## config.mk

```make
export PLATFORM = sky130hd
export DESIGN_NAME = pattern_window_detector_flat
export DESIGN_NICKNAME = d
export VERILOG_FILES = /design/src/rtl/pattern_window_detector_if.sv /design/src/rtl/pattern_window_detector.sv /design/src/flat_wrapper.sv
export SDC_FILE = /design/constraint.sdc
export NUM_CORES = 1
export LEC_CHECK = 0
export ABC_AREA = 1
export BUFFER_PORTS_ARGS = -buffer_cell sky130_fd_sc_hd__buf_2
export CAP_MARGIN = 10
export CORE_MARGIN = 3
export CORE_UTILIZATION = 45
export CTS_BUF_LIST = sky130_fd_sc_hd__clkbuf_8 sky130_fd_sc_hd__clkbuf_16
export CTS_CLUSTER_SIZE = 8
export DETAILED_ROUTE_END_ITERATION = 12
export PLACE_DENSITY = 0.67
export SLEW_MARGIN = 10
export SYNTH_ARGS = -nofsm -noshare
export SYNTH_HDL_FRONTEND = slang
export SYNTH_SLANG_ARGS = --single-unit
```

## constraint.sdc

```tcl
create_clock -name clk -period 1.26 [get_ports clk]
set_clock_uncertainty 0.05 [all_clocks]
set_input_delay 0.252 -clock clk [delete_from_list [all_inputs] [get_ports clk]]
set_output_delay 0.252 -clock clk [all_outputs]
set_load 0.01 [all_outputs]
```

## src/rtl/pattern_window_detector_if.sv

```systemverilog
// Serial-bit, configuration and result signals of the pattern window detector.
// The master side drives the bit stream and configuration; the slave side is the detector.
interface pattern_window_detector_if #(
    parameter int PAT_LEN = 3,
    parameter int CNT_W   = 8
);
    logic               in_valid;
    logic               in_bit;
    logic               cfg_load;
    logic [PAT_LEN-1:0] cfg_pattern;
    logic               cfg_overlap;
    logic               hit;
    logic               match;
    logic [CNT_W-1:0]   hit_count;

    modport master (
        output in_valid, in_bit, cfg_load, cfg_pattern, cfg_overlap,
        input  hit, match, hit_count
    );

    modport slave (
        input  in_valid, in_bit, cfg_load, cfg_pattern, cfg_overlap,
        output hit, match, hit_count
    );
endinterface

```

## src/rtl/pattern_window_detector.sv

```systemverilog
// Serial pattern detector: counts PAT_LEN-bit pattern hits and flags whether the
// latest hit still lies inside the last WINDOW accepted bits.
module pattern_window_detector #(
    parameter int PAT_LEN = 3,
    parameter int WINDOW  = 4,
    parameter int CNT_W   = 8
) (
    input  logic clk,
    input  logic rst_n,
    pattern_window_detector_if.slave bus
);
    localparam int FILL_W = $clog2(PAT_LEN + 1);
    localparam int AGE_W  = $clog2(WINDOW + 1);
    localparam logic [FILL_W-1:0] FILL_FULL = FILL_W'(PAT_LEN);
    localparam logic [AGE_W-1:0]  AGE_MAX   = AGE_W'(WINDOW);
    localparam logic [AGE_W-1:0]  AGE_LIMIT = AGE_W'(WINDOW - PAT_LEN);
    localparam logic [CNT_W-1:0]  CNT_MAX   = {CNT_W{1'b1}};

    // Power-up pattern alternates and ends in 1 (101 for three bits).
    function automatic logic [PAT_LEN-1:0] alt_pattern();
        logic [PAT_LEN-1:0] p;
        for (int i = 0; i < PAT_LEN; i++) begin
            p[i] = ((i % 2) == 0) ? 1'b1 : 1'b0;
        end
        return p;
    endfunction

    localparam logic [PAT_LEN-1:0] RST_PATTERN = alt_pattern();

    typedef enum logic [1:0] {
        ST_FILL  = 2'd0,
        ST_ARMED = 2'd1,
        ST_HIT   = 2'd2,
        ST_HOLD  = 2'd3
    } state_e;

    logic               run_q;
    logic [PAT_LEN-1:0] pattern_q, pattern_d;
    logic               overlap_q, overlap_d;
    logic [PAT_LEN-1:0] hist_q, hist_d;
    logic [FILL_W-1:0]  fill_q, fill_d;
    logic [AGE_W-1:0]   age_q, age_d;
    logic               seen_q, seen_d;
    state_e             state_q, state_d;
    logic               hit_q, hit_d;
    logic               match_q, match_d;
    logic [CNT_W-1:0]   count_q, count_d;

    logic               load;
    logic               accept;
    logic [PAT_LEN-1:0] hist_shift;
    logic [FILL_W-1:0]  fill_inc;
    logic [AGE_W-1:0]   age_inc;
    logic               hit_now;

    // run_q opens one edge after reset release, so the first bit lands on the second edge.
    always_ff @(posedge clk or negedge rst_n) begin
        if (!rst_n) begin
            run_q <= 1'b0;
        end else begin
            run_q <= 1'b1;
        end
    end

    assign load       = run_q & bus.cfg_load;
    assign accept     = run_q & bus.in_valid & ~bus.cfg_load;
    assign hist_shift = {hist_q[PAT_LEN-2:0], bus.in_bit};
    assign fill_inc   = (fill_q == FILL_FULL) ? FILL_FULL : fill_q + FILL_W'(1);
    assign age_inc    = (age_q == AGE_MAX) ? AGE_MAX : age_q + AGE_W'(1);
    assign hit_now    = accept && (fill_inc == FILL_FULL) && (hist_shift == pattern_q);

    always_comb begin
        pattern_d = pattern_q;
        overlap_d = overlap_q;
        hist_d    = hist_q;
        fill_d    = fill_q;
        age_d     = age_q;
        seen_d    = seen_q;
        state_d   = state_q;
        count_d   = count_q;
        hit_d     = 1'b0;
        match_d   = match_q;

        if (load) begin
            pattern_d = bus.cfg_pattern;
            overlap_d = bus.cfg_overlap;
            hist_d    = '0;
            fill_d    = '0;
            age_d     = '0;
            seen_d    = 1'b0;
            count_d   = '0;
            state_d   = ST_FILL;
        end else if (accept) begin
            hist_d = hist_shift;
            if (hit_now) begin
                // Non-overlap mode makes the next hit wait for PAT_LEN fresh bits.
                fill_d  = overlap_q ? fill_inc : '0;
                age_d   = '0;
                seen_d  = 1'b1;
                hit_d   = 1'b1;
                count_d = (count_q == CNT_MAX) ? CNT_MAX : count_q + CNT_W'(1);
                state_d = ST_HIT;
            end else begin
                fill_d = fill_inc;
                age_d  = age_inc;
                if (seen_q && (age_inc <= AGE_LIMIT)) begin
                    state_d = ST_HOLD;
                end else if (fill_inc != FILL_FULL) begin
                    state_d = ST_FILL;
                end else begin
                    state_d = ST_ARMED;
                end
            end
        end

        // match follows the state: asserted only while the last hit is still in the window.
        if (load || accept) begin
            match_d = (state_d == ST_HIT) || (state_d == ST_HOLD);
        end
    end

    always_ff @(posedge clk or negedge rst_n) begin
        if (!rst_n) begin
            pattern_q <= RST_PATTERN;
            overlap_q <= 1'b1;
            hist_q    <= '0;
            fill_q    <= '0;
            age_q     <= '0;
            seen_q    <= 1'b0;
            state_q   <= ST_FILL;
            count_q   <= '0;
            hit_q     <= 1'b0;
            match_q   <= 1'b0;
        end else begin
            pattern_q <= pattern_d;
            overlap_q <= overlap_d;
            hist_q    <= hist_d;
            fill_q    <= fill_d;
            age_q     <= age_d;
            seen_q    <= seen_d;
            state_q   <= state_d;
            count_q   <= count_d;
            hit_q     <= hit_d;
            match_q   <= match_d;
        end
    end

    assign bus.hit       = hit_q;
    assign bus.match     = match_q;
    assign bus.hit_count = count_q;

endmodule

```

## src/flat_wrapper.sv

```systemverilog
// flat-port wrapper written by rule: the top's interface ports become plain ports
module pattern_window_detector_flat 
#(
    parameter int PAT_LEN = 3,
    parameter int WINDOW  = 4,
    parameter int CNT_W   = 8
)
  (clk, rst_n, bus_in_valid, bus_in_bit, bus_cfg_load, bus_cfg_pattern, bus_cfg_overlap, bus_hit, bus_match, bus_hit_count);
  pattern_window_detector_if #(.PAT_LEN(PAT_LEN), .CNT_W(CNT_W)) bus_i ();
  input  logic clk;
  input  logic rst_n;
  input wire logic [$bits(bus_i.in_valid)-1:0] bus_in_valid;
  input wire logic [$bits(bus_i.in_bit)-1:0] bus_in_bit;
  input wire logic [$bits(bus_i.cfg_load)-1:0] bus_cfg_load;
  input wire logic [$bits(bus_i.cfg_pattern)-1:0] bus_cfg_pattern;
  input wire logic [$bits(bus_i.cfg_overlap)-1:0] bus_cfg_overlap;
  output wire logic [$bits(bus_i.hit)-1:0] bus_hit;
  output wire logic [$bits(bus_i.match)-1:0] bus_match;
  output wire logic [$bits(bus_i.hit_count)-1:0] bus_hit_count;
  assign bus_i.in_valid = bus_in_valid;
  assign bus_i.in_bit = bus_in_bit;
  assign bus_i.cfg_load = bus_cfg_load;
  assign bus_i.cfg_pattern = bus_cfg_pattern;
  assign bus_i.cfg_overlap = bus_cfg_overlap;
  assign bus_hit = bus_i.hit;
  assign bus_match = bus_i.match;
  assign bus_hit_count = bus_i.hit_count;
  pattern_window_detector #(.PAT_LEN(PAT_LEN), .WINDOW(WINDOW), .CNT_W(CNT_W)) u_core (.clk(clk), .rst_n(rst_n), .bus(bus_i));
endmodule
```

# After elaboration in Yosys (flattened, before gate mapping)
# Cells that the tools add are included.
op_classes:
  eq_ne: 8
  addsub: 3
  shifts: 0
  n_mul: 0
  n_div: 0
  mux: 26
  n_bitwise: 4
  order_cmp: 1
  n_reduce_logical: 8
ops:
  columns: ["op", "count"]
  rows:
  - ["8-bit two-way mux", 4]
  - ["2-bit two-way mux", 11]
  - ["3-bit two-way mux", 4]
  - ["8-bit by 1-bit adder with 8-bit output, second input constant", 1]
  - ["2-bit == test, second input constant", 4]
  - ["8-bit == test, second input constant", 1]
  - ["1-bit two-way mux", 7]
  - ["2-bit nonzero test", 2]
  - ["3-bit by 1-bit adder with 3-bit output, second input constant", 1]
  - ["1-bit bitwise AND", 3]
  - ["3-bit == test", 1]
  - ["3-bit == test, second input constant", 1]
  - ["3-bit by 1-bit less-or-equal comparator with 1-bit output, second input constant", 1]
  - ["1-bit logical AND", 3]
  - ["2-bit by 1-bit adder with 2-bit output, second input constant", 1]
  - ["1-bit logical OR", 2]
  - ["2-bit != test, second input constant", 1]
  - ["2-bit AND reduction", 1]
  - ["1-bit NOT", 1]
word_totals:
  regBits: 25
  input_bits: 9
  rom_bits: 0
  ramBits: 0
  latchBits: 0
  memories: 0

# Logic depth before layout (Yosys ltp)
# Gate-level depths: netlist of run 1.
logic_depth:
  word_depth: 10
  depth_mapped: 8

# Worst setup path after synthesis of run 1
# No wires, ideal clock.
synth_path:
  path_kind: "reg2reg"
  from: "register u_core.count_q[0], in the netlist u_core.bus.hit_count[0]"
  to: "register u_core.count_q[5], in the netlist u_core.bus.hit_count[5]"
  synth_period_minus_slack_ns: 1.322
  path_slack_ns: -0.062
  path_stages_with_launch: 8
  path_buffers: 0
  t_arrival_ns: 1.190
  cell_sequence: "dfrtp_1 ha_1 nand2_2 nor2_2 nand3_2 nand3_1 nand2_1 o21ai_0"
synth_via:
  elab_chain_cells: 5
  word_cells_on_any_way: 6
  classes_between: "1 x add/sub; 1 x eq/ne; 4 x mux"
synth_rtl:
  columns: ["item", "line", "source"]
  rows:
  - ["from (decl)", "pattern_window_detector.sv:47", "logic [CNT_W-1:0] count_q, count_d;"]
  - ["from (signal assigned)", "pattern_window_detector.sv:142", "count_q <= count_d;"]
  - ["8-bit by 1-bit adder with 8-bit output / 8-bit == test (equally long branches)", "pattern_window_detector.sv:101", "count_d = (count_q == CNT_MAX) ? CNT_MAX : count_q + CNT_W'(1);"]
  - ["8-bit two-way mux (*)", "pattern_window_detector.sv:101", null]
  - ["8-bit two-way mux (*)", "pattern_window_detector.sv:95", "if (hit_now) begin"]
  - ["8-bit two-way mux (*)", "pattern_window_detector.sv:93", "end else if (accept) begin"]
  - ["8-bit two-way mux (*)", "pattern_window_detector.sv:84", "if (load) begin"]
# Mark *: on every way between the ends. The rest lies on a longest branch, timed or not. The select of a mux whose other input is x is not followed.
# A chain may end at the register's enable or synchronous reset.

# Worst setup path in the final report of run 1
layout_path:
  from: "register u_core.pattern_q[0]"
  to: "register u_core.count_q[4], in the netlist u_core.bus.hit_count[4]"
layout_via:
  elab_chain_cells: 4
layout_rtl:
  columns: ["item", "line", "source"]
  rows:
  - ["from (decl)", "pattern_window_detector.sv:38", "logic [PAT_LEN-1:0] pattern_q, pattern_d;"]
  - ["from (signal assigned)", "pattern_window_detector.sv:135", "pattern_q <= pattern_d;"]
  - ["3-bit == test", "pattern_window_detector.sv:70", "assign hit_now = accept && (fill_inc == FILL_FULL) && (hist_shift == pattern_q);"]
  - ["1-bit logical AND", "pattern_window_detector.sv:70", null]
  - ["2-bit nonzero test (no line)", null, null]
  - ["2-bit AND reduction (no line)", null, null]
# Every way passes these cells.

==> impl_metrics.env, run 1 <==
export IMPL_outcome="finished, violations left"
export IMPL_violations="setup timing"
export IMPL_hold_end="u_core.overlap_q$_DFFE_PN1P_"
export IMPL_remaining_drc_errors=0
export IMPL_netlist_instances=167
export IMPL_min_from="bus_cfg_overlap"
export IMPL_power_total_uw=1570
export IMPL_drive_gt1_share_pct=32.3
export IMPL_cp_arrival_ps=1480
export IMPL_min_period_ps=1380
export IMPL_synth_edf_count=0
export IMPL_vias=1165
export IMPL_drv_cap=0
export IMPL_slew_headroom_pct=65.3
export IMPL_synth_nets=179
export IMPL_grt_max_degree=24
export IMPL_async_reset_ff_share_pct=100
export IMPL_ys_ff_latch=23
export IMPL_place_gp_congestion=0.816
export IMPL_fp_dieW_um=59.6
export IMPL_final_cell_area_um2=1640
export IMPL_multiInputGateArea_um2=653
export IMPL_routed_wl_um=2900
export IMPL_dr_pass1_iters=4
export IMPL_drt_iter0_markers=52
export IMPL_dp_cells=221
export IMPL_fmax_mhz=725
export IMPL_n_antenna_cell=0
export IMPL_cts_sinks=23
export IMPL_rsz0062_at_grt="yes"
export IMPL_vias_per_cell=5.04
export IMPL_core_area_um2=2610
export IMPL_grt_pass1_vias=1168
export IMPL_track_usage_pct=18.1
export IMPL_post_route_period_util_pct=110
export IMPL_die_area_um2=3550
export IMPL_drv_slew=0
export IMPL_synth_distinct_cells=25
export IMPL_grt_pass1_wl_um=4970
export IMPL_yosysSeqAreaShare_pct=44.8
export IMPL_insertion_delay_ps=260
export IMPL_tightest_slew_ps=521
export IMPL_io_buffers=18
export IMPL_ant_nets=0
export IMPL_nNetsFinal=214
export IMPL_holdPathStages=3
export IMPL_layout_commonest_cell="nand2_1"
export IMPL_cts_tree="yes"
export IMPL_synth_top_flop_cell="dfrtp_1"
export IMPL_cts_root_buf="clkbuf_8"
export IMPL_worstSetupStartpointType="flop"
export IMPL_seqCellArea_um2=582
export IMPL_worstReg2RegStart="u_core.pattern_q[0]$_DFFE_PN1P_"
export IMPL_start_util_pct=49.5
export IMPL_final_cell_mix="46 x nand2_1, 24 x inv_1, 18 x dfrtp_1"
export IMPL_cellPowerDensity_nw_per_um2=955
export IMPL_fillers=238
export IMPL_path_clk_slew_ps=80
export IMPL_critPathRequiredTime_ps=1360
export IMPL_hold_class="input pin to flop"
export IMPL_place_hpwl_um=2080
export IMPL_r2r_slack_ps=-120
export IMPL_die_h_um=59.6
export IMPL_path_class="flop to flop"
export IMPL_cp_end_kind="flop"
export IMPL_globalRoute_totalOverflow=0
export IMPL_finalSetupViolCount=15
export IMPL_place_area_um2=1480
export IMPL_ys_warn_count=0
export IMPL_crit_fanout=7
export IMPL_cts_max_path_buffers=2
export IMPL_synth_area_um2=1290
export IMPL_worst_r2r_path_depth=7
export IMPL_io_pins=19
export IMPL_syn_to_final_growth_pct=27.0
export IMPL_max_vdd_ir_drop_v=0.000673
export IMPL_r2r_end="u_core.bus.hit_count[4]$_DFFE_PN0P_"
export IMPL_fin_cells=231
export IMPL_p_leak_uw=0.000857
export IMPL_postSynthAreaPerCell_um2=7.74
export IMPL_setup_slack_ps=-120
export IMPL_wl_per_cell_um=12.5
export IMPL_h_tree_depth=1
export IMPL_antenna_found_initial=0
export IMPL_final_hold_viol_count=0
export IMPL_num_rows=18
export IMPL_cts_buffers=3
## logic make-up (layout without fill, tap and decap cells)
logic type      after synthesis  count (layout)  share of synthesized area [%]
compound gates               25              25                           10.3
other cells                   1               1                          0.290
flops                        23              23                           44.8
fa+ha+maj                     3               3                           2.90
buf+inv                      29              62                           9.10
simple gates                 86              87                           32.6
## stage by stage
stage | hold WS [ps] | setup TNS, ps | setup slack (ps) | util (%)
2_1_floorplan | -93.6 | -338 | -45.1 | -
3_3_place_gp | 198 | -1500 | -153 | 56.5
3_5_place_dp | 214 | -2020 | -208 | 56.5
4_1_cts | 130 | -1240 | -106 | 61.4
5_1_grt | 141 | -2340 | -186 | 62.8
6_report | 136 | -1230 | -120 | 62.8
## where the power goes
group / internal [µW] / switching [µW] / leakage [µW]
clock: 217 / 231 / 0.0000269
combinational: 113 / 174 / 0.000532
sequential: 795 / 37.3 / 0.000299
## routing by layer
layer | vias to the layer above | routed length (µm) | global-route usage [%]
li1 | 600 | - | -
met4 | 0 | 14 | 3.80
met5 | - | 0 | 0
met3 | 2 | 127 | 2.61
met1 | 532 | 1390 | 26.5
met2 | 31 | 1370 | 28.4
## cell usage after synthesis (2+ instances only)
master / count / area share (%)
nand3_4: 2 / 2.7
nor2_2: 2 / 0.97
nand3_1: 11 / 4.3
nor2_1: 6 / 1.7
nand2_2: 2 / 0.97
inv_1: 26 / 7.6
dfstp_2: 3 / 6.1
nand3_2: 4 / 3.1
ha_1: 3 / 2.9
o22ai_1: 2 / 0.97
o21ai_0: 14 / 5.4
o21ai_1: 2 / 0.77
nand4_1: 4 / 1.9
a21oi_1: 5 / 1.9
nand2_1: 52 / 15
dfrtp_1: 20 / 39
## area by class of cell
cell class / count / share of cell area [%]
multi-input cells: 116 / 39.8
flip-flops and latches: 23 / 35.4
repair buffers: 31 / 13.4
inverters: 27 / 6.33
clock buffers: 3 / 2.52
well taps: 30 / 2.29
clock inverters: 1 / 0.229
## worst max path at each step
stage / from / to / cells past startpoint
2_1_floorplan: u_core.pattern_q[2]$_DFFE_PN1P_ / u_core.age_q[0]$_DFFE_PN0P_ / 8
3_3_place_gp: u_core.pattern_q[2]$_DFFE_PN1P_ / u_core.fill_q[0]$_DFFE_PN0P_ / 7
3_5_place_dp: u_core.pattern_q[0]$_DFFE_PN1P_ / u_core.bus.hit_count[5]$_DFFE_PN0P_ / 7
4_1_cts: u_core.pattern_q[0]$_DFFE_PN1P_ / u_core.bus.hit_count[3]$_DFFE_PN0P_ / 8
5_1_grt: u_core.pattern_q[2]$_DFFE_PN1P_ / u_core.bus.hit_count[4]$_DFFE_PN0P_ / 7
6_report: u_core.pattern_q[0]$_DFFE_PN1P_ / u_core.bus.hit_count[4]$_DFFE_PN0P_ / 7
## registers in the layout, indices dropped and copies added, names as in the netlist
name and cells:
u_core.age_q 3, u_core.bus.hit 1, u_core.bus.hit_count 8, u_core.bus.match 1, u_core.fill_q 2, u_core.hist_q 2, u_core.overlap_q 1, u_core.pattern_q 3
u_core.run_q 1, u_core.seen_q 1
## timing repair
item	4_1_cts	5_1_grt
gates resized for setup	13	10
cloned	1	0
endpoints found under the hold margin	20	0
setup buffers	3	1
hold buffers	1	0
endpoints found under the setup margin	16	20
pin swaps	5	3
## critical path: stages, from the launching register on
cell,delay [ps]
dfstp_2,540
inv_2,40
nand2_2,70
inv_2,50
nor2_4,140
nand3_4,160
nand2_2,140
o21ai_0,80
Note: power is estimated with default switching activity, not from simulation.
==> run 2, diff against run 1 <==
--- a/config.mk
+++ b/config.mk
@@ -8,12 +8,14 @@
 export ABC_AREA = 1
 export BUFFER_PORTS_ARGS = -buffer_cell sky130_fd_sc_hd__buf_2
 export CAP_MARGIN = 10
+export CELL_PAD_IN_SITES_DETAIL_PLACEMENT = 1
+export CELL_PAD_IN_SITES_GLOBAL_PLACEMENT = 1
 export CORE_MARGIN = 3
-export CORE_UTILIZATION = 45
+export CORE_UTILIZATION = 36
 export CTS_BUF_LIST = sky130_fd_sc_hd__clkbuf_8 sky130_fd_sc_hd__clkbuf_16
 export CTS_CLUSTER_SIZE = 8
 export DETAILED_ROUTE_END_ITERATION = 12
-export PLACE_DENSITY = 0.67
+export PLACE_DENSITY = 0.72
 export SLEW_MARGIN = 10
 export SYNTH_ARGS = -nofsm -noshare
 export SYNTH_HDL_FRONTEND = slang
==> run 2 against run 1 <==
Net effect: the flow still finishes with violations (setup timing); via count rose by 7.6%; worst setup slack got worse by 6.8 ps; global-route usage rose by 0.38 points; largest cell class unchanged; highest routed layer unchanged.
==> impl_metrics.env, run 2 (synthesis results as in run 1) <==
export IMPL_vias_per_cell=5.00
export IMPL_layout_commonest_cell="nand2_1"
export IMPL_place_gp_congestion=0.801
export IMPL_worstSetupStartpointType="flop"
export IMPL_max_vdd_ir_drop_v=0.000901
export IMPL_grt_pass1_wl_um=5980
export IMPL_tightest_slew_ps=516
export IMPL_cts_tree="yes"
export IMPL_h_tree_depth=1
export IMPL_cellPowerDensity_nw_per_um2=936
export IMPL_largest_reg_flops=8
export IMPL_p_leak_uw=0.000884
export IMPL_drive_gt1_share_pct=37.1
export IMPL_io_pins=19
export IMPL_finalSetupViolCount=17
export IMPL_drv_slew=0
export IMPL_drv_cap=0
export IMPL_fp_dieW_um=65.9
export IMPL_hold_class="input pin to flop"
export IMPL_routed_wl_um=3570
export IMPL_cts_buffers=3
export IMPL_io_buffers=18
export IMPL_power_total_uw=1620
export IMPL_fillers=422
export IMPL_insertion_delay_ps=270
export IMPL_drt_iter0_markers=51
export IMPL_rsz0062_at_grt="yes"
export IMPL_nNetsFinal=218
export IMPL_grt_max_degree=24
export IMPL_place_hpwl_um=2660
export IMPL_critPathRequiredTime_ps=1370
export IMPL_violations="setup timing"
export IMPL_min_period_ps=1390
export IMPL_setup_slack_ps=-127
export IMPL_crit_fanout=6
export IMPL_cts_sinks=23
export IMPL_setup_tns_ps=-1350
export IMPL_grt_pass1_vias=1305
export IMPL_ant_nets=0
export IMPL_cp_end_kind="flop"
export IMPL_dr_pass1_iters=4
export IMPL_cts_max_path_buffers=2
export IMPL_hold_ws_ps=135
export IMPL_start_util_pct=38.1
export IMPL_outcome="finished, violations left"
export IMPL_cts_root_buf="clkbuf_8"
export IMPL_globalRoute_totalOverflow=0
export IMPL_num_rows=21
export IMPL_core_area_um2=3390
export IMPL_antenna_found_initial=0
export IMPL_final_cell_mix="46 x nand2_1, 22 x inv_1, 17 x dfrtp_1"
export IMPL_die_area_um2=4350
export IMPL_die_h_um=65.9
export IMPL_cp_arrival_ps=1500
export IMPL_path_clk_slew_ps=90
export IMPL_track_usage_pct=18.5
export IMPL_path_class="flop to flop"
export IMPL_final_hold_viol_count=0
export IMPL_n_antenna_cell=0
export IMPL_dpl_worst_slack_ps=-248
export IMPL_syn_to_final_growth_pct=33.6
export IMPL_fmax_mhz=721
export IMPL_post_route_period_util_pct=110
export IMPL_slew_headroom_pct=65.6
export IMPL_remaining_drc_errors=0
export IMPL_wl_per_cell_um=14.2
export IMPL_vias=1254
[run 2: worst paths after layout]
| kind | depth (start not counted) | to | slack (ps) | start |
|---|---|---|---|---|
| worst min-delay path | 3 | u_core.overlap_q$_DFFE_PN1P_ | 130 | bus_cfg_overlap |
| worst min register to register | 2 | u_core.bus.match$_DFFE_PN0P_ | 440 | u_core.bus.match$_DFFE_PN0P_ |
| worst max register to register | 8 | u_core.bus.hit_count[7]$_DFFE_PN0P_ | -130 | u_core.pattern_q[2]$_DFFE_PN1P_ |
| worst max-delay path | 8 | u_core.bus.hit_count[7]$_DFFE_PN0P_ | -130 | u_core.pattern_q[2]$_DFFE_PN1P_ |
| max in group asynchronous | 2 | u_core.pattern_q[0]$_DFFE_PN1P_ | 350 | rst_n |
| min in group asynchronous | 2 | u_core.seen_q$_DFFE_PN0P_ | 430 | rst_n |
[run 2: cell type report]
type / count / area (µm²) / share of cell area [%]
Sequential cell: 23 / 583 / 33.8
Clock buffer: 3 / 41.3 / 2.39
Multi-Input combinational cell: 116 / 678 / 39.3
Tap cell: 46 / 57.6 / 3.33
Inverter: 27 / 104 / 6.01
Timing Repair Buffer: 35 / 258 / 14.9
Clock inverter: 1 / 5.00 / 0.290
[run 2: routing by layer]
metal | GRT usage (%) | wire length (µm) | share of wire (%) | up-vias
met5 | 0 | 0 | 0 | -
met3 | 4.08 | 103 | 2.9 | 5
met2 | 31.9 | 1880 | 52 | 16
met4 | 6.22 | 54 | 1.5 | 0
met1 | 22.5 | 1540 | 43 | 620
li1 | - | - | - | 613
[run 2: per-stage QoR]
stage          utilization, %  std cells  cell area (µm²)
6_report                 50.9        251             1730
4_1_cts                  48.9        249             1660
3_3_place_gp             44.8        240             1520
5_1_grt                  50.9        251             1730
2_1_floorplan               -        167             1310
3_5_place_dp             44.8        240             1520
[run 2: timing repair]
action,4_1_cts,5_1_grt
resized for setup,15,18
pin swaps,9,6
hold buffers,1,0
setup buffers,3,2
hold endpoints to repair,20,0
cloned,1,0
endpoints found under the setup margin,18,20
[run 2: critical path, cell delays in order (launching register included)]
cell and delay [ps]:
dfstp_2 550, inv_2 40, nand2_2 60, nand2_2 60
nor2_4 110, buf_4 140, nand3_4 120, nand3_2 90
nand2_1 50
[run 2: power by group]
part	switching [µW]	total, µW	internal, µW
clock network	245	466	221
logic	194	318	124
registers	37.2	832	795
total	476	1620	1140
